## src/rtl/intra_net_sched_if.sv

```systemverilog
// Job-descriptor handshake bundle for intra_net_sched.
interface intra_net_sched_if #(
    parameter int ADDR_WIDTH = 10,
    parameter int COL_DIM    = 16,
    parameter int TILE_W     = 8
);
    logic                        cfg_valid;
    logic                        cfg_ready;
    logic [ADDR_WIDTH-1:0]       cfg_o_base;
    logic [ADDR_WIDTH-1:0]       cfg_a_base;
    logic [ADDR_WIDTH-1:0]       cfg_o_stride;
    logic [ADDR_WIDTH-1:0]       cfg_a_stride;
    logic [ADDR_WIDTH-1:0]       cfg_rows;
    logic [TILE_W-1:0]           cfg_tiles;
    logic [$clog2(COL_DIM)-1:0]  cfg_delay;

    modport master (
        output cfg_valid, cfg_o_base, cfg_a_base, cfg_o_stride, cfg_a_stride,
               cfg_rows, cfg_tiles, cfg_delay,
        input  cfg_ready
    );

    modport slave (
        input  cfg_valid, cfg_o_base, cfg_a_base, cfg_o_stride, cfg_a_stride,
               cfg_rows, cfg_tiles, cfg_delay,
        output cfg_ready
    );
endinterface

```

## src/rtl/intra_net_sched.sv

```systemverilog
// Tile sequencer for the output-to-activation copy path; drives the address generator.
// Define INTRA_NET_SCHED_PERF_EN to add the perf_cycles start-high cycle counter.
module intra_net_sched #(
    parameter int ADDR_WIDTH = 10,
    parameter int COL_DIM    = 16,
    parameter int TILE_W     = 8
) (
    input  logic                        clk,
    input  logic                        reset,
    intra_net_sched_if.slave            cfg,
    input  logic                        abort,
    output logic                        start_signal,
    output logic [ADDR_WIDTH-1:0]       O_base_addr,
    output logic [ADDR_WIDTH-1:0]       A_base_addr,
    output logic [$clog2(COL_DIM)-1:0]  A,
    output logic [TILE_W-1:0]           tile_idx,
    output logic                        busy,
    output logic                        done
`ifdef INTRA_NET_SCHED_PERF_EN
    ,
    output logic [31:0]                 perf_cycles
`endif
);
    localparam int DW = $clog2(COL_DIM);
    localparam int CW = ADDR_WIDTH + 1;

    typedef enum logic [1:0] {IDLE, RUN, GAP, DONE} state_e;

    state_e                state_q, state_d;
    logic                  start_q, start_d;
    logic                  done_q, done_d;
    logic [ADDR_WIDTH-1:0] o_base_q, o_base_d;
    logic [ADDR_WIDTH-1:0] a_base_q, a_base_d;
    logic [DW-1:0]         a_q, a_d;
    logic [TILE_W-1:0]     tile_q, tile_d;
    logic [CW-1:0]         cnt_q, cnt_d;
    logic [ADDR_WIDTH-1:0] rows_q, rows_d;
    logic [TILE_W-1:0]     tiles_q, tiles_d;
    logic [ADDR_WIDTH-1:0] o_stride_q, o_stride_d;
    logic [ADDR_WIDTH-1:0] a_stride_q, a_stride_d;

    logic          accept;
    logic          degenerate;
    logic          last_tile;
    logic [DW-1:0] delay_eff;
    logic [CW-1:0] first_load;
    logic [CW-1:0] reload;

    assign accept     = cfg.cfg_valid && (state_q == IDLE);
    assign degenerate = (cfg.cfg_tiles == '0) || (cfg.cfg_rows == '0);
    assign last_tile  = (tile_q == tiles_q - TILE_W'(1));
    // The address generator needs A >= 1, so a zero delay is clamped up.
    assign delay_eff  = (cfg.cfg_delay == '0) ? DW'(1) : cfg.cfg_delay;
    assign first_load = {1'b0, cfg.cfg_rows} + CW'(delay_eff) - CW'(1);
    assign reload     = {1'b0, rows_q} + CW'(a_q) - CW'(1);

    always_ff @(posedge clk or negedge reset) begin
        if (!reset) begin
            state_q    <= IDLE;
            start_q    <= 1'b0;
            done_q     <= 1'b0;
            o_base_q   <= '0;
            a_base_q   <= '0;
            a_q        <= '0;
            tile_q     <= '0;
            cnt_q      <= '0;
            rows_q     <= '0;
            tiles_q    <= '0;
            o_stride_q <= '0;
            a_stride_q <= '0;
        end else begin
            state_q    <= state_d;
            start_q    <= start_d;
            done_q     <= done_d;
            o_base_q   <= o_base_d;
            a_base_q   <= a_base_d;
            a_q        <= a_d;
            tile_q     <= tile_d;
            cnt_q      <= cnt_d;
            rows_q     <= rows_d;
            tiles_q    <= tiles_d;
            o_stride_q <= o_stride_d;
            a_stride_q <= a_stride_d;
        end
    end

    // abort outranks both the counter terminal and the GAP decision.
    always_comb begin
        state_d = state_q;
        unique case (state_q)
            IDLE: if (accept) state_d = degenerate ? DONE : RUN;
            RUN: begin
                if (abort)               state_d = IDLE;
                else if (cnt_q == '0)    state_d = GAP;
            end
            GAP: begin
                if (abort)               state_d = IDLE;
                else if (last_tile)      state_d = DONE;
                else                     state_d = RUN;
            end
            DONE: state_d = IDLE;
        endcase
    end

    always_comb begin
        start_d    = start_q;
        o_base_d   = o_base_q;
        a_base_d   = a_base_q;
        a_d        = a_q;
        tile_d     = tile_q;
        cnt_d      = cnt_q;
        rows_d     = rows_q;
        tiles_d    = tiles_q;
        o_stride_d = o_stride_q;
        a_stride_d = a_stride_q;
        done_d     = (state_d == DONE);
        unique case (state_q)
            IDLE: begin
                if (accept) begin
                    rows_d     = cfg.cfg_rows;
                    tiles_d    = cfg.cfg_tiles;
                    o_stride_d = cfg.cfg_o_stride;
                    a_stride_d = cfg.cfg_a_stride;
                    o_base_d   = cfg.cfg_o_base;
                    a_base_d   = cfg.cfg_a_base;
                    a_d        = delay_eff;
                    tile_d     = '0;
                    cnt_d      = first_load;
                    start_d    = !degenerate;
                end
            end
            RUN: begin
                if (abort || cnt_q == '0) start_d = 1'b0;
                else                      cnt_d   = cnt_q - CW'(1);
            end
            GAP: begin
                if (abort) begin
                    start_d = 1'b0;
                end else if (!last_tile) begin
                    o_base_d = o_base_q + o_stride_q;
                    a_base_d = a_base_q + a_stride_q;
                    tile_d   = tile_q + TILE_W'(1);
                    cnt_d    = reload;
                    start_d  = 1'b1;
                end
            end
            DONE: start_d = 1'b0;
        endcase
    end

`ifdef INTRA_NET_SCHED_PERF_EN
    logic [31:0] perf_q, perf_d;

    always_comb begin
        perf_d = perf_q;
        if (accept)                         perf_d = '0;
        else if (start_q && perf_q != '1)   perf_d = perf_q + 32'd1;
    end

    always_ff @(posedge clk or negedge reset) begin
        if (!reset) perf_q <= '0;
        else        perf_q <= perf_d;
    end

    assign perf_cycles = perf_q;
`endif

    assign cfg.cfg_ready = (state_q == IDLE);
    assign busy          = (state_q != IDLE);
    assign start_signal  = start_q;
    assign done          = done_q;
    assign O_base_addr   = o_base_q;
    assign A_base_addr   = a_base_q;
    assign A             = a_q;
    assign tile_idx      = tile_q;
endmodule
```

## src/flat_wrapper.sv

```systemverilog
// flat-port wrapper written by rule: the top's interface ports become plain ports
module intra_net_sched_flat 
#(
    parameter int ADDR_WIDTH = 10,
    parameter int COL_DIM    = 16,
    parameter int TILE_W     = 8
)
  (clk, reset, abort, start_signal, O_base_addr, A_base_addr, A, tile_idx, busy, done, cfg_cfg_valid, cfg_cfg_o_base, cfg_cfg_a_base, cfg_cfg_o_stride, cfg_cfg_a_stride, cfg_cfg_rows, cfg_cfg_tiles, cfg_cfg_delay, cfg_cfg_ready);
  intra_net_sched_if #(.ADDR_WIDTH(ADDR_WIDTH), .COL_DIM(COL_DIM), .TILE_W(TILE_W)) cfg_i ();
  input  logic clk;
  input  logic reset;
  input  logic abort;
  output logic start_signal;
  output logic [ADDR_WIDTH-1:0] O_base_addr;
  output logic [ADDR_WIDTH-1:0] A_base_addr;
  output logic [$clog2(COL_DIM)-1:0] A;
  output logic [TILE_W-1:0] tile_idx;
  output logic busy;
  output logic done;
  input wire logic [$bits(cfg_i.cfg_valid)-1:0] cfg_cfg_valid;
  input wire logic [$bits(cfg_i.cfg_o_base)-1:0] cfg_cfg_o_base;
  input wire logic [$bits(cfg_i.cfg_a_base)-1:0] cfg_cfg_a_base;
  input wire logic [$bits(cfg_i.cfg_o_stride)-1:0] cfg_cfg_o_stride;
  input wire logic [$bits(cfg_i.cfg_a_stride)-1:0] cfg_cfg_a_stride;
  input wire logic [$bits(cfg_i.cfg_rows)-1:0] cfg_cfg_rows;
  input wire logic [$bits(cfg_i.cfg_tiles)-1:0] cfg_cfg_tiles;
  input wire logic [$bits(cfg_i.cfg_delay)-1:0] cfg_cfg_delay;
  output wire logic [$bits(cfg_i.cfg_ready)-1:0] cfg_cfg_ready;
  assign cfg_i.cfg_valid = cfg_cfg_valid;
  assign cfg_i.cfg_o_base = cfg_cfg_o_base;
  assign cfg_i.cfg_a_base = cfg_cfg_a_base;
  assign cfg_i.cfg_o_stride = cfg_cfg_o_stride;
  assign cfg_i.cfg_a_stride = cfg_cfg_a_stride;
  assign cfg_i.cfg_rows = cfg_cfg_rows;
  assign cfg_i.cfg_tiles = cfg_cfg_tiles;
  assign cfg_i.cfg_delay = cfg_cfg_delay;
  assign cfg_cfg_ready = cfg_i.cfg_ready;
  intra_net_sched #(.ADDR_WIDTH(ADDR_WIDTH), .COL_DIM(COL_DIM), .TILE_W(TILE_W)) u_core (.clk(clk), .reset(reset), .cfg(cfg_i), .abort(abort), .start_signal(start_signal), .O_base_addr(O_base_addr), .A_base_addr(A_base_addr), .A(A), .tile_idx(tile_idx), .busy(busy), .done(done));
endmodule
```

## config.mk

```make
export PLATFORM = sky130hd
export DESIGN_NAME = intra_net_sched_flat
export DESIGN_NICKNAME = d
export VERILOG_FILES = /design/src/rtl/intra_net_sched_if.sv /design/src/rtl/intra_net_sched.sv /design/src/flat_wrapper.sv
export SDC_FILE = /design/constraint.sdc
export NUM_CORES = 1
export LEC_CHECK = 0
export ABC_CLOCK_PERIOD_IN_PS = 2700
export CAP_MARGIN = 30
export CORE_UTILIZATION = 45
export DETAILED_ROUTE_END_ITERATION = 16
export PLACE_DENSITY = 0.69
export SYNTH_ARGS = -nofsm -noshare
export SYNTH_HDL_FRONTEND = slang
export SYNTH_SLANG_ARGS = --single-unit
export TNS_END_PERCENT = 10
```

## constraint.sdc

```tcl
create_clock -name clk -period 2.7 [get_ports clk]
set_input_delay 0.27 -clock clk [delete_from_list [all_inputs] [get_ports clk]]
set_output_delay 0.27 -clock clk [all_outputs]
set_load 0.1 [all_outputs]
```

**Yosys cells after proc, flatten, opt, wreduce, memory -nomap -nowiden**

Cells that the tools add are included.

- Bits in registers: 85
- Logic and storage cells: 78

- Reduce and logical (&&, ||, !) cells: 16
- Equal/unequal tests: 11
- $add $sub $neg: 9
- Multiplexer cells: 30

Operators with widths:

| cell | count |
|---|---|
| 2-to-1 mux 10 bit | 6 |
| 2-to-1 mux 11 bit | 4 |
| case mux 10 bit (2 select lines) | 2 |
| case mux 11 bit (3 select lines) | 1 |
| subtractor 11 x 1 -> 11 bit, second input constant | 3 |
| 2-to-1 mux 8 bit | 3 |
| adder 10 x 4 -> 11 bit | 2 |
| adder 10 bit | 2 |
| case mux 8 bit (2 select lines) | 1 |
| 2-to-1 mux 2 bit | 6 |
| zero test 11 bit | 1 |
| zero test 10 bit | 1 |
| adder 8 x 1 -> 8 bit, second input constant | 1 |
| equality test 8 bit | 1 |
| zero test 8 bit | 1 |
| case mux 2 bit (4 select lines) | 1 |
| subtractor 8 x 1 -> 8 bit, second input constant | 1 |
| equality test 2 bit, second input constant | 3 |
| != test 2 bit, second input constant | 3 |
| AND reduction 5 bit | 1 |
| zero test 4 bit | 1 |
| 2-to-1 mux 1 bit | 4 |
| 2-to-1 mux 4 bit | 1 |
| != test 2 x 1 -> 1 bit, second input constant | 2 |
| 12 further kinds | 14 |

**Longest topological paths before layout**

- Word-level depth: 6
- Gate-level depth with buffers: 13
- Mapped depth without buffers: 13

**Worst setup path before layout**

OpenSTA, ideal clock, no wires.

- Path kind: reg-to-reg
- Start point: reg u_core.state_q[0]
- End point: reg u_core.tile_q[0] (netlist: u_core.tile_idx[0])
- Cell stages (with the launch flop): 11
- Library setup time: 93 ps
- Clock period less this slack: 3277 ps
- Path buffers: 2
- Arrival time: 3184 ps
- Path slack: -577 ps
- Cells stage by stage: dfrtp_1 -> inv_1 -> ha_1 -> inv_1 -> nor2_1 -> nor2_1 -> nand2_4 -> buf_2 -> buf_2 -> nand2_1 -> o21ai_0

- Word-level cells in the longest chain between the ends: 4

Ends and longest elaborated chain:

| element | RTL line | text |
|---|---|---|
| start, declared | intra_net_sched.sv:29 | `state_e state_q, state_d;` |
| start signal, assigned | intra_net_sched.sv:72 | `state_q <= state_d;` |
| zero test 2 bit * | -- |  |
| via cfg_cfg_ready | flat_wrapper.sv:28 | `output wire logic [$bits(cfg_i.cfg_ready)-1:0] cfg_cfg_ready;` |
| logical AND 1 bit | intra_net_sched.sv:49 | `assign accept = cfg.cfg_valid && (state_q == IDLE);` |
| != test 2 x 1 -> 1 bit (no source line) | -- |  |
| AND reduction 4 bit (no source line) | -- |  |
| end signal, assigned | intra_net_sched.sv:78 | `tile_q <= tile_d;` |
| end, declared | intra_net_sched.sv:35 | `logic [TILE_W-1:0] tile_q, tile_d;` |

The timed path passes the listed nets; every way through them passes the cells marked *.
A chain may end at the register's enable or synchronous reset.

**Worst setup path after layout**

- Start point: reg u_core.a_q[1] (netlist: u_core.A[1])
- End point: reg u_core.cnt_q[9]

- Word-level cells in the longest chain between the ends: 5

Ends and longest elaborated chain:

| element | RTL line | text |
|---|---|---|
| start, declared | intra_net_sched.sv:34 | `logic [DW-1:0] a_q, a_d;` |
| start signal, assigned | intra_net_sched.sv:64 | `a_q <= '0;` |
| start signal, assigned | intra_net_sched.sv:77 | `a_q <= a_d;` |
| adder 10 x 4 -> 11 bit | intra_net_sched.sv:55 | `assign reload = {1'b0, rows_q} + CW'(a_q) - CW'(1);` |
| subtractor 11 x 1 -> 11 bit | intra_net_sched.sv:55 |  |
| 2-to-1 mux 11 bit | intra_net_sched.sv:139 | `end else if (!last_tile) begin` |
| 2-to-1 mux 11 bit | intra_net_sched.sv:137 | `if (abort) begin` |
| case mux 11 bit (3 select lines) | intra_net_sched.sv:117 | `unique case (state_q)` |
| end signal, assigned | intra_net_sched.sv:79 | `cnt_q <= cnt_d;` |
| end, declared | intra_net_sched.sv:36 | `logic [CW-1:0] cnt_q, cnt_d;` |

No other way between the ends. The select of a mux whose other input is x is not followed.

==> impl_metrics.csv <==
group,metric,value,unit
finish,drive_gt1_frac,0.195,
synthesis,post-synth-top-area-fraction,0.355,
routing,via_per_inst,5.42,
global_route,grt_pass1_vias,5183,
finish,stdcell_count,967,
synthesis,synth_top_area_cell,"dfrtp_1",
global_route,grt_first_pass_wirelength,24800,um
floorplanning,start_util,0.468,
routing,drtAntennaViolNets,0,
worst_setup_path,worst-path-max-fanout,3,
global_route,grt_antenna_before_repair,0,
finish,regArea,2140,um^2
floorplanning,num_io_pins,102,
placement,gp_congestion,0.852,
clocking,numCtsBuffers,9,
routing,vias,5239,
global_route,grt_overflow_total,0,
routing,drc,0,
clocking,cts_root_buffer,"clkbuf_16",
global_route,grt_usage,0.221,
sta,fin_crit,2690,ps
floorplanning,core,12800,um^2
finish,finalCoreUtilization,0.609,
synthesis,ys_seq_area_frac,0.355,
routing,routedWlPerCell,15.6,um
finish,syn_to_final_growth,30.2,%
clocking,clkTransAtPathRegs,60,ps
worst_setup_path,crit_arrival,2930,ps
synthesis,syn_avg_cell_area,9.00,um^2
worst_setup_path,startpoint_type,"flip-flop",
synthesis,synth-main-ff-cell,"dfrtp_1",
placement,port_buffers,101,
finish,final_cell_area,7810,um^2
synthesis,synth_nets,791,
finish,nets,915,
synthesis,ys_ff_latch,85,
sta,drv_slew,0,
synthesis,yosys_warnings,0,
synthesis,synthDistinctLibCells,55,
sta,fmax,371,MHz
worst_setup_path,required,2930,ps
synthesis,synth-edff-count,0,
worst_setup_path,worstRegToRegCells,13,
sta,post-route-period-util,0.998,
finish,diodes,0,
placement,dp.cells,944,
sta,finalHoldViolCount,0,
clocking,cts_max_level,3,
clocking,cts_sinks,85,
flow_run,maxCapViolations,0,
clocking,insertion_delay,350,ps
global_route,grt_max_degree,46,
routing,drtPass1Iterations,4,
sta,rsz0062_at_grt,"true",
sta,worst_slew_pin_slew,617,ps
floorplanning,placementRows,41,
worst_setup_path,cp-end-kind,"flip-flop",
sta,fin_hold_ws,488,ps
worst_setup_path,path_class,"reg2reg",
floorplanning,die_area,13800,um^2
placement,dpl.hpwl,11300,um
clocking,cts_buffer_depth,2,
sta,setup-violations-final,0,
routing,drt_iter0_drc,224,
synthesis,synth_cells,666,
finish,num-fill-cells,1111,
synthesis,async_flop_share,1.00,
sta,slew_headroom,0.588,
floorplanning,fp.dieH,117,um
placement,dpl-instance-area,7310,um^2
finish,multi_input_area,3710,um^2
clocking,cts_tree,"done",
status,status,"finished clean",
floorplanning,die_x,117,um
sta,skew,4.69,ps
synthesis,netlist_area,6000,um^2
routing,routed_wl,15100,um
synthesis,synthTopCellsByArea,"dfrtp_1, ha_1, mux2_2",
min_path,hold_path_class,"in2async",
logic make-up (layout without fill, tap and decap cells):
| logic type | after synthesis | after routing | synth area share |
|---|---|---|---|
| fa+ha+maj | 59 | 59 | 0.128 |
| compound gates | 170 | 170 | 0.179 |
| buf+inv | 88 | 217 | 0.0572 |
| mux | 39 | 39 | 0.0712 |
| flops | 85 | 85 | 0.355 |
| xor+xnor | 40 | 40 | 0.0584 |
| simple gates | 185 | 185 | 0.151 |
cells in the final DEF (no fill, tap or decap), types with 8 or more instances in the layout:
master           synthesis  routed
dfrtp_1                 85      81
buf_4                    0      69
clkdlybuf4s50_1          0      64
nand2_1                 62      61
inv_1                   63      57
o21ai_0                 60      57
ha_1                    55      46
nor2_1                  43      43
a21oi_1                 37      34
mux2_2                  29      29
xnor2_1                 27      27
nor3_1                  13      13
xor2_1                  13      13
nand3_1                 11      11
a21o_1                  10      10
mux2i_1                 10      10
a211oi_1                10       9
clkbuf_16                0       9
o31ai_1                  8       8
ha_4                     0       8
registers in the layout, summed over array words and instances (netlist names), 2 cells and up:
| register | cells |
|---|---|
| u_core.A | 4 |
| u_core.A_base_addr | 10 |
| u_core.O_base_addr | 10 |
| u_core.a_stride_q | 10 |
| u_core.cnt_q | 11 |
| u_core.o_stride_q | 10 |
| u_core.rows_q | 10 |
| u_core.state_q | 2 |
| u_core.tile_idx | 8 |
| u_core.tiles_q | 8 |
routing by layer:
| metal | track usage | up-vias | share of wire |
|---|---|---|---|
| met5 | 0 | - | 0 |
| met4 | 0.0787 | 0 | 0.016 |
| met3 | 0.0336 | 14 | 0.031 |
| met2 | 0.376 | 96 | 0.49 |
| met1 | 0.284 | 2522 | 0.47 |
| li1 | - | 2607 | - |
worst paths after layout:
path | start | to | slack, ps
setup reg to reg | u_core.A[1] | u_core.cnt_q[9] | 6
hold reg to reg | u_core.rows_q[0] | u_core.rows_q[0] | 500
max in group asynchronous | reset | u_core.a_stride_q[6] | 1560
min in group clk | u_core.rows_q[0] | u_core.rows_q[0] | 500
setup / recovery | u_core.A[1] | u_core.cnt_q[9] | 6
hold / removal | reset | u_core.rows_q[6] | 490
worst max-delay path, stage by stage, from the launching register on:
cell and delay, ps:
dfrtp_4 440, inv_4 40, ha_4 250, inv_2 40, ha_4 150, inv_2 50
fa_2 210, nor2b_2 50, o31a_1 340, o41ai_2 370, mux2i_1 140, a221o_1 340
o21ai_1 80, o21ai_1 80
stage by stage:
| stage | TNS [ps] | worst slack (ps) |
|---|---|---|
| finish | 0 | 5.71 |
| global route | -145 | -73.0 |
| CTS | 0 | 1.28 |
| detailed placement | -1490 | -416 |
| global placement | -977 | -296 |
| floorplan | -103 | -55.2 |
Yosys cell counts, types with 5 or more instances:
cell type / count
clkbuf_1: 17
inv_1: 63
xor2_1: 13
nand2_1: 62
nor4_1: 7
nand4_1: 7
mux2i_1: 10
o31ai_1: 8
ha_1: 55
nand2b_1: 6
a211oi_1: 10
dfrtp_1: 85
and2_1: 5
nand3b_1: 6
mux2_2: 29
a21o_1: 10
a221oi_1: 7
xnor2_1: 27
or4_1: 5
o21bai_1: 5
o211ai_1: 5
a21oi_1: 37
nor3_1: 13
nor2_1: 43
nor2b_1: 6
nand3_1: 11
o21ai_0: 60
final cells by class:
class	instances	area share
clock buffers	11	0.0298
repair buffers	137	0.157
multi-input cells	493	0.476
well taps	172	0.0276
flip-flops and latches	85	0.274
inverters	64	0.0316
clock inverters	5	0.00449
what timing repair did:
| action | 4_1_cts | 5_1_grt |
|---|---|---|
| endpoints found under the hold margin | 44 | 0 |
| hold buffers | 1 | 0 |
| resized for setup | 3 | 33 |
| setup endpoints to repair | 3 | 5 |
| pin swaps | 0 | 23 |
| setup buffers | 0 | 6 |
Power is left out: the tool's default activity adds up to more than one toggle a clock period on the data nets, which glitch-free logic cannot reach.
